==> src/rtl/philo_ring_n.sv <==
// N-philosopher ring: a READING token circulates, hungry philosophers compete for
// their neighbours, optional aging priority, wait counters and a mutual-exclusion monitor.
module philo_ring_n #(
    parameter int N           = 8,
    parameter int INIT_READER = 0,
    parameter int WAIT_W      = 8,
    parameter int MAX_WAIT    = 16,
    parameter int AGING_EN    = 0
) (
    input  logic             clock,
    input  logic             reset,
    input  logic             step,
    input  logic [N-1:0]     coin,
    output logic [2*N-1:0]   state_out,
    output logic [N-1:0]     eating,
    output logic [N-1:0]     starve,
    output logic             mutex_err
);

    typedef enum logic [1:0] {
        THINKING = 2'd0,
        READING  = 2'd1,
        EATING   = 2'd2,
        HUNGRY   = 2'd3
    } phil_t;

    localparam logic [WAIT_W-1:0] MAX_W = WAIT_W'(MAX_WAIT);

    phil_t             r_state [N];
    logic [WAIT_W-1:0] r_wait  [N];
    logic [N-1:0]      r_starve;
    logic              r_mutex_err;

    phil_t             w_left_st   [N];
    phil_t             w_right_st  [N];
    phil_t             w_state_nxt [N];
    logic [WAIT_W-1:0] w_wait_nxt  [N];
    logic [N-1:0]      w_urgent;
    logic [N-1:0]      w_left_urg;
    logic [N-1:0]      w_right_urg;
    logic [N-1:0]      w_grant;
    logic [N-1:0]      w_starve_nxt;
    logic              w_adj_eat;

    // Aging lets an urgent philosopher overtake its hungry right neighbour and
    // blocks a non-urgent one whose left neighbour is urgent, so two adjacent
    // philosophers can never both be granted on the same edge.
    function automatic logic grant_fn(input phil_t l_st, input phil_t r_st,
                                      input logic u_self, input logic u_l,
                                      input logic u_r);
        logic base;
        base = (l_st != EATING) && (r_st != EATING);
        if (AGING_EN != 0)
            return base && !(u_l && !u_self) && ((r_st != HUNGRY) || (u_self && !u_r));
        else
            return base && (r_st != HUNGRY);
    endfunction

    for (genvar gi = 0; gi < N; gi++) begin : g_ring
        assign w_urgent[gi]    = (r_state[gi] == HUNGRY) && (r_wait[gi] == MAX_W);
        assign w_left_st[gi]   = r_state[(gi + 1) % N];
        assign w_right_st[gi]  = r_state[(gi + N - 1) % N];
        assign w_left_urg[gi]  = w_urgent[(gi + 1) % N];
        assign w_right_urg[gi] = w_urgent[(gi + N - 1) % N];
        assign w_grant[gi]     = (r_state[gi] == HUNGRY) &&
                                 grant_fn(w_left_st[gi], w_right_st[gi], w_urgent[gi],
                                          w_left_urg[gi], w_right_urg[gi]);
        assign state_out[2*gi +: 2] = r_state[gi];
        assign eating[gi]           = (r_state[gi] == EATING);
    end

    always_comb begin
        w_starve_nxt = r_starve;
        for (int i = 0; i < N; i++) begin
            w_state_nxt[i] = r_state[i];
            w_wait_nxt[i]  = r_wait[i];
            case (r_state[i])
                READING: begin
                    if (w_left_st[i] == THINKING)
                        w_state_nxt[i] = THINKING;
                end
                THINKING: begin
                    if (w_right_st[i] == READING)
                        w_state_nxt[i] = READING;
                    else if (!coin[i])
                        w_state_nxt[i] = HUNGRY;
                end
                EATING: begin
                    if (coin[i])
                        w_state_nxt[i] = THINKING;
                end
                HUNGRY: begin
                    if (w_grant[i]) begin
                        w_state_nxt[i] = EATING;
                        w_wait_nxt[i]  = '0;
                    end else if (r_wait[i] != MAX_W) begin
                        w_wait_nxt[i] = r_wait[i] + 1'b1;
                    end
                end
                default: begin
                    w_state_nxt[i] = r_state[i];
                end
            endcase
            if (w_wait_nxt[i] == MAX_W)
                w_starve_nxt[i] = 1'b1;
        end
    end

    // bit i pairs philosopher i with its left neighbour (i+1) mod N
    assign w_adj_eat = |(eating & {eating[0], eating[N-1:1]});

    always_ff @(posedge clock) begin
        if (reset) begin
            for (int i = 0; i < N; i++) begin
                r_state[i] <= (i == INIT_READER) ? READING : THINKING;
                r_wait[i]  <= '0;
            end
            r_starve    <= '0;
            r_mutex_err <= 1'b0;
        end else begin
            if (step) begin
                for (int i = 0; i < N; i++) begin
                    r_state[i] <= w_state_nxt[i];
                    r_wait[i]  <= w_wait_nxt[i];
                end
                r_starve <= w_starve_nxt;
            end
            r_mutex_err <= r_mutex_err | w_adj_eat;
        end
    end

    assign starve    = r_starve;
    assign mutex_err = r_mutex_err;

endmodule
==> config.mk <==
export PLATFORM = sky130hd
export DESIGN_NAME = philo_ring_n
export DESIGN_NICKNAME = d
export VERILOG_FILES = /design/src/rtl/philo_ring_n.sv
export SDC_FILE = /design/constraint.sdc
export NUM_CORES = 1
export LEC_CHECK = 0
export ABC_AREA = 1
export ABC_CLOCK_PERIOD_IN_PS = 2900
export CAP_MARGIN = 20
export CORE_MARGIN = 2
export CORE_UTILIZATION = 53
export DETAILED_ROUTE_END_ITERATION = 8
export GPL_ROUTABILITY_DRIVEN = 0
export GPL_TIMING_DRIVEN = 0
export PLACE_DENSITY = 0.82
export SYNTH_ARGS = -nofsm -noshare
export SYNTH_HDL_FRONTEND = slang
export SYNTH_SLANG_ARGS = --single-unit
export TNS_END_PERCENT = 20
==> constraint.sdc <==
create_clock -name clock -period 2.9 [get_ports clock]
set_input_delay 0.29 -clock clock [delete_from_list [all_inputs] [get_ports clock]]
set_output_delay 0.29 -clock clock [all_outputs]
set_load 0.01 [all_outputs]
; ---- Word-level counts from Yosys, hierarchy flattened
; Memories as Yosys holds them, arrays and structs flattened.
; Index checks and enable logic that the tools add are counted.
[op_classes]
add_sub_neg = 8
n_mul = 0
n_div = 0
n_lt_le_gt_ge = 0
eq_ne = 56
n_shift = 0
muxes = 93
bitwise_logic = 18
n_reduce_logical = 41
[ops]
columns = op, n
row1 = 8-bit 2-to-1 mux, 32
row2 = 2-bit 2-to-1 mux, 48
row3 = "8-bit by 1-bit adder with 8-bit output, second input constant", 8
row4 = "8-bit by 5-bit equality test with 1-bit output, second input constant", 8
row5 = "8-bit by 5-bit != test with 1-bit output, second input constant", 8
row6 = 2-bit case mux with 4 select lines, 8
row7 = "2-bit equality test, second input constant", 16
row8 = "2-bit != test, second input constant", 16
row9 = 1-bit logical AND, 24
row10 = 1-bit bitwise OR, 17
row11 = "2-bit by 1-bit equality test with 1-bit output, second input constant", 8
row12 = 2-bit logical NOT, 8
row13 = 2-bit AND reduction, 8
row14 = 8-bit AND, 1
row15 = 8-bit OR reduction, 1
row16 = 1-bit 2-to-1 mux, 5
[totals]
regBits = 9
latch_bits = 0
mem_bits_rw = 80
rom_bits = 0
out_inout_bits = 33
mem_count = 2
[mem_list]
columns = name, depth, word_bits, read_ports, rd_clocked_by_memory_dff, wr, line
row1 = r_wait, 8, 8, 8, 0, 8, 30  ; logic [WAIT_W-1:0] r_wait [N];
row2 = r_state, 8, 2, 8, 0, 8, 29  ; phil_t r_state [N];

; ---- Depth between registers and ports, before layout
[logic_depth]
word_depth = 8
ltp_mapped = 14
depth_no_buf = 14

; ---- Worst setup path before layout
; OpenSTA, ideal clock, no wires.
[synth_timing]
path_kind = in2reg
startpoint = in step
endpoint = mem r_wait[0][0] (enable)
arrival_ps = 1888
slack_ps = 320
cell_stages = 4
n_path_buf = 2
cell_sequence = buf_2 -> inv_1 -> clkbuf_1 -> nand2_1
[synth_lines]
columns = element, line
row1 = "start, declared", 12  ; input logic step,
row2 = "end, declared", 30

==> metrics.txt <==
# TYPE chip_impl_metric gauge
chip_impl_metric{name="netlist_instances",unit=""} 952
chip_impl_metric{name="routed_wl",unit="mm"} 16.5
chip_impl_metric{name="synthesis.area",unit="um2"} 6830
chip_impl_metric{name="grt_use_total",unit="%"} 24.4
chip_impl_metric{name="timing.max_cap.violations",unit=""} 0
chip_impl_info{name="layout_commonest_cell",value="sky130_fd_sc_hd__nand2_1"} 1
chip_impl_metric{name="drt.antenna.violating_nets",unit=""} 0
chip_impl_metric{name="num_cts_buffers",unit=""} 9
chip_impl_metric{name="timing.slew.headroom",unit="%"} 38.6
chip_impl_metric{name="worst_skew_pair.late_latency",unit="ns"} 0.35
chip_impl_metric{name="dpl.cell_count",unit=""} 1166
chip_impl_metric{name="grt_antenna_before_repair",unit=""} 0
chip_impl_metric{name="critical_path_buf_inv_count",unit=""} 3
chip_impl_metric{name="number_of_antenna_cells_inserted",unit=""} 0
chip_impl_metric{name="post_cts_resize_count",unit=""} 0
chip_impl_metric{name="drt_pre_antenna_iters",unit=""} 5
chip_impl_metric{name="max_clock_freq",unit="GHz"} 0.361
chip_impl_info{name="path_class",value="in -> reg"} 1
chip_impl_metric{name="count_of_buffers_added_by_post_cts_timing_repair_for_setup",unit=""} 0
chip_impl_metric{name="placeableCoreArea",unit="um2"} 12600
chip_impl_metric{name="static-leakage-power",unit="uW"} 0.00353
chip_impl_metric{name="power.total",unit="uW"} 4250
chip_impl_info{name="tritoncts",value="built"} 1
chip_impl_metric{name="final_design_area_no_fill",unit="um2"} 7810
chip_impl_metric{name="remaining_drc_errors",unit=""} 0
chip_impl_metric{name="placementRows",unit=""} 41
chip_impl_metric{name="met1_length",unit="mm"} 7.38
chip_impl_metric{name="synth.avg_cell_area",unit="um2"} 7.17
chip_impl_info{name="most_used_cells_in_the_layout_excluding_fill_and_tap_cells",value="sky130_fd_sc_hd__nand2_1 (240), sky130_fd_sc_hd__inv_1 (156), sky130_fd_sc_hd__nor2_1 (134)"} 1
chip_impl_metric{name="layout-drive-gt1-share",unit="%"} 6.14
chip_impl_info{name="cpMaxStageDelayCell",value="sky130_fd_sc_hd__nand2_4"} 1
chip_impl_metric{name="post_layout_cell_count",unit=""} 1182
chip_impl_metric{name="die-area",unit="um2"} 13800
chip_impl_info{name="root_cell_of_the_clock_tree",value="sky130_fd_sc_hd__clkbuf_16"} 1
chip_impl_info{name="timing.critical_path.cells",value="clkdlybuf4s50_1 > buf_1 > inv_1 > nand2_4"} 1
chip_impl_metric{name="wire_per_inst",unit="um"} 14.0
chip_impl_metric{name="met2_wirelength",unit="mm"} 7.90
chip_impl_metric{name="timing.clock.skew",unit="ns"} 0.00595
chip_impl_metric{name="synthDistinctLibCells",unit=""} 36
chip_impl_metric{name="post_detailed_route_via_to_cell_ratio",unit=""} 5.28
chip_impl_metric{name="globalRouteOverflowTotal",unit=""} 0
chip_impl_metric{name="cts-root-to-sink-buffers",unit=""} 2
chip_impl_metric{name="clock_sink_count",unit=""} 89
chip_impl_metric{name="ys_warn_count",unit=""} 0
chip_impl_metric{name="vias",unit=""} 6242
chip_impl_metric{name="timing.final.crit_period",unit="ns"} 2.77
chip_impl_metric{name="total_power_per_unit_cell_area",unit="nW/um2"} 545
chip_impl_metric{name="floorplan.initialDensity",unit="%"} 54.1
chip_impl_metric{name="synth_seq_cells",unit=""} 89
chip_impl_metric{name="final_core_util",unit="%"} 61.9
chip_impl_metric{name="met3_length",unit="um"} 901
chip_impl_metric{name="peak_supply_drop",unit="uV"} 243
chip_impl_metric{name="worst-endpoint-arrival",unit="ns"} 2.74
chip_impl_metric{name="crit_fanout",unit=""} 64
chip_impl_info{name="top_layer_used",value="met4"} 1
chip_impl_metric{name="die-height",unit="um"} 118
chip_impl_metric{name="clkSlewWorstSetupHoldPaths",unit="ns"} 0.06
chip_impl_info{name="kind_of_end_point_of_the_critical_path",value="flop"} 1
chip_impl_metric{name="cts_hold_buf",unit=""} 0
chip_impl_metric{name="detailed_place.area",unit="um2"} 7470
chip_impl_metric{name="max_stage_delay",unit="ns"} 0.79
chip_impl_metric{name="dr.first_iter.drc_count",unit=""} 583
chip_impl_metric{name="maximum_number_of_pins_on_one_net_before_global_route_repair",unit=""} 65
chip_impl_metric{name="fillers",unit=""} 1113
chip_impl_info{name="critPathTopFamily",value="buffers and inverters"} 1
chip_impl_info{name="worstSetupStartpointType",value="primary input"} 1
chip_impl_metric{name="synth_nets",unit=""} 1012
chip_impl_metric{name="clock_tree.htree_level_count",unit=""} 3
chip_impl_metric{name="top_level_ports",unit=""} 44
chip_impl_metric{name="area_delta_synth_final",unit="%"} 14.3
chip_impl_metric{name="first_pass_grt_wire_length",unit="mm"} 27.5
chip_impl_metric{name="port_buffers",unit=""} 42
chip_impl_metric{name="die_w",unit="um"} 118
chip_impl_metric{name="final_min_period_over_clock_period",unit="%"} 95.6
chip_impl_metric{name="seq_area_frac_synth",unit="%"} 37.8
chip_impl_metric{name="multi_input_comb_area",unit="um2"} 3500
chip_impl_metric{name="grt_pass1_vias",unit=""} 5812
chip_impl_metric{name="setup_viol_count_final",unit=""} 0
chip_impl_metric{name="maxSlewViolCount",unit=""} 0
chip_impl_metric{name="sequential_cell_area",unit="um2"} 2580
chip_impl_metric{name="setup_tns",unit="ns"} 0
chip_impl_metric{name="hold_violations",unit=""} 0
chip_impl_metric{name="detailedPlacementHpwl",unit="mm"} 12.0
chip_impl_info{name="rsz_0062_raised_after_global_routing",value="no"} 1
chip_impl_metric{name="layout.nets",unit=""} 1065
chip_impl_info{name="hold_class",value="reg -> reg"} 1
chip_impl_info{name="run_status",value="completed"} 1
chip_impl_metric{name="worstPathRequired",unit="ns"} 2.87
chip_impl_metric{name="worst_slew_pin_slew",unit="ns"} 0.921
per-layer routing:
layer / up-vias / track usage, %
li1: 3157 / -
met1: 2842 / 31.5
met2: 213 / 41.9
met3: 30 / 3.68
met4: 0 / 8.36
met5: - / 0
path summary, 6_finish.rpt:
kind                            cells after the start                        start  slack, ns                     endpoint
worst min register to register                      2       starve[6]$_SDFFE_PP0P_       0.45       starve[6]$_SDFFE_PP0P_
worst max-delay path                                4                        reset       0.13  r_wait[1][10]$_SDFFCE_PN0P_
worst max register to register                     13  r_state[0][0]$_SDFFCE_PN1P_       0.70       starve[7]$_SDFFE_PP0P_
worst min-delay path                                2       starve[6]$_SDFFE_PP0P_       0.45       starve[6]$_SDFFE_PP0P_
worst min-delay path, delay by kind of cell (launching register included):
kind	cells	cell delay, ns
buffers and inverters	1	0.04
AO/OA/AOI/OAI	1	0.05
flip-flops	1	0.31
cell usage after synthesis:
cell type                     n  area [um2]
sky130_fd_sc_hd__nand2_1    241         905
sky130_fd_sc_hd__inv_1      156         586
sky130_fd_sc_hd__nor2_1     134         503
sky130_fd_sc_hd__edfxtp_1    80        2400
sky130_fd_sc_hd__nand3_1     78         390
sky130_fd_sc_hd__a21oi_1     54         270
sky130_fd_sc_hd__ha_1        49         613
sky130_fd_sc_hd__o21ai_0     34         170
sky130_fd_sc_hd__xor2_1      17         149
sky130_fd_sc_hd__nand4_1     14        87.6
sky130_fd_sc_hd__nor3_1      13        65.1
sky130_fd_sc_hd__buf_2        9        45.0
sky130_fd_sc_hd__dfxtp_1      9         180
sky130_fd_sc_hd__nor2_2       9        56.3
sky130_fd_sc_hd__clkbuf_1     6        22.5
sky130_fd_sc_hd__nand2_2      6        37.5
sky130_fd_sc_hd__buf_6        5        56.3
sky130_fd_sc_hd__inv_2        5        18.8
sky130_fd_sc_hd__o22ai_1      5        31.3
sky130_fd_sc_hd__a21oi_2      3        26.3
sky130_fd_sc_hd__a31oi_1      3        18.8
sky130_fd_sc_hd__nor2_4       3        33.8
sky130_fd_sc_hd__o2111ai_1    3        26.3
sky130_fd_sc_hd__buf_4        2        15.0
sky130_fd_sc_hd__nand3_2      2        20.0
sky130_fd_sc_hd__nand3b_1     2        15.0
sky130_fd_sc_hd__a21oi_4      1        16.3
sky130_fd_sc_hd__a22oi_1      1        7.51
sky130_fd_sc_hd__a41o_1       1        10.0
sky130_fd_sc_hd__buf_1        1        3.75
sky130_fd_sc_hd__inv_6        1        8.76
sky130_fd_sc_hd__nor3b_1      1        7.51
sky130_fd_sc_hd__o21ai_1      1        5.00
sky130_fd_sc_hd__o21ai_2      1        8.76
sky130_fd_sc_hd__o31ai_1      1        7.51
sky130_fd_sc_hd__o41ai_1      1        8.76
kinds of logic after synthesis:
| group | count (synthesis) | synth area share, % |
|---|---|---|
| compound gates | 109 | 8.89 |
| xor+xnor | 17 | 2.18 |
| fa+ha+maj | 49 | 8.98 |
| buf+inv | 185 | 11.1 |
| flops | 89 | 37.8 |
| simple gates | 503 | 31.1 |
report_power, final:
group,internal (uW),switching [uW]
Clock,839,506
Combinational,462,748
Sequential,1560,143
per-stage QoR:
step                hold slack [ns]  setup slack [ns]
global route                  0.474            0.0204
finish                        0.451             0.128
CTS                           0.453             0.212
floorplan                     0.474             0.320
global placement              0.438             -1.54
detailed placement            0.443            -0.172
registers in the layout, indices dropped and copies added, names as in the netlist:
signal,flops
mutex_err,1
r_state,16
r_wait,64
starve,8
area by class of cell:
type | instances | area share [%]
Clock buffer | 10 | 2.93
Timing Repair Buffer | 42 | 5.39
Tap cell | 172 | 2.76
Inverter | 162 | 7.85
Buffer | 23 | 1.83
Sequential cell | 89 | 33.1
Clock inverter | 6 | 1.36
Multi-Input combinational cell | 678 | 44.8
No activity file was read; power rests on OpenSTA's default activity.
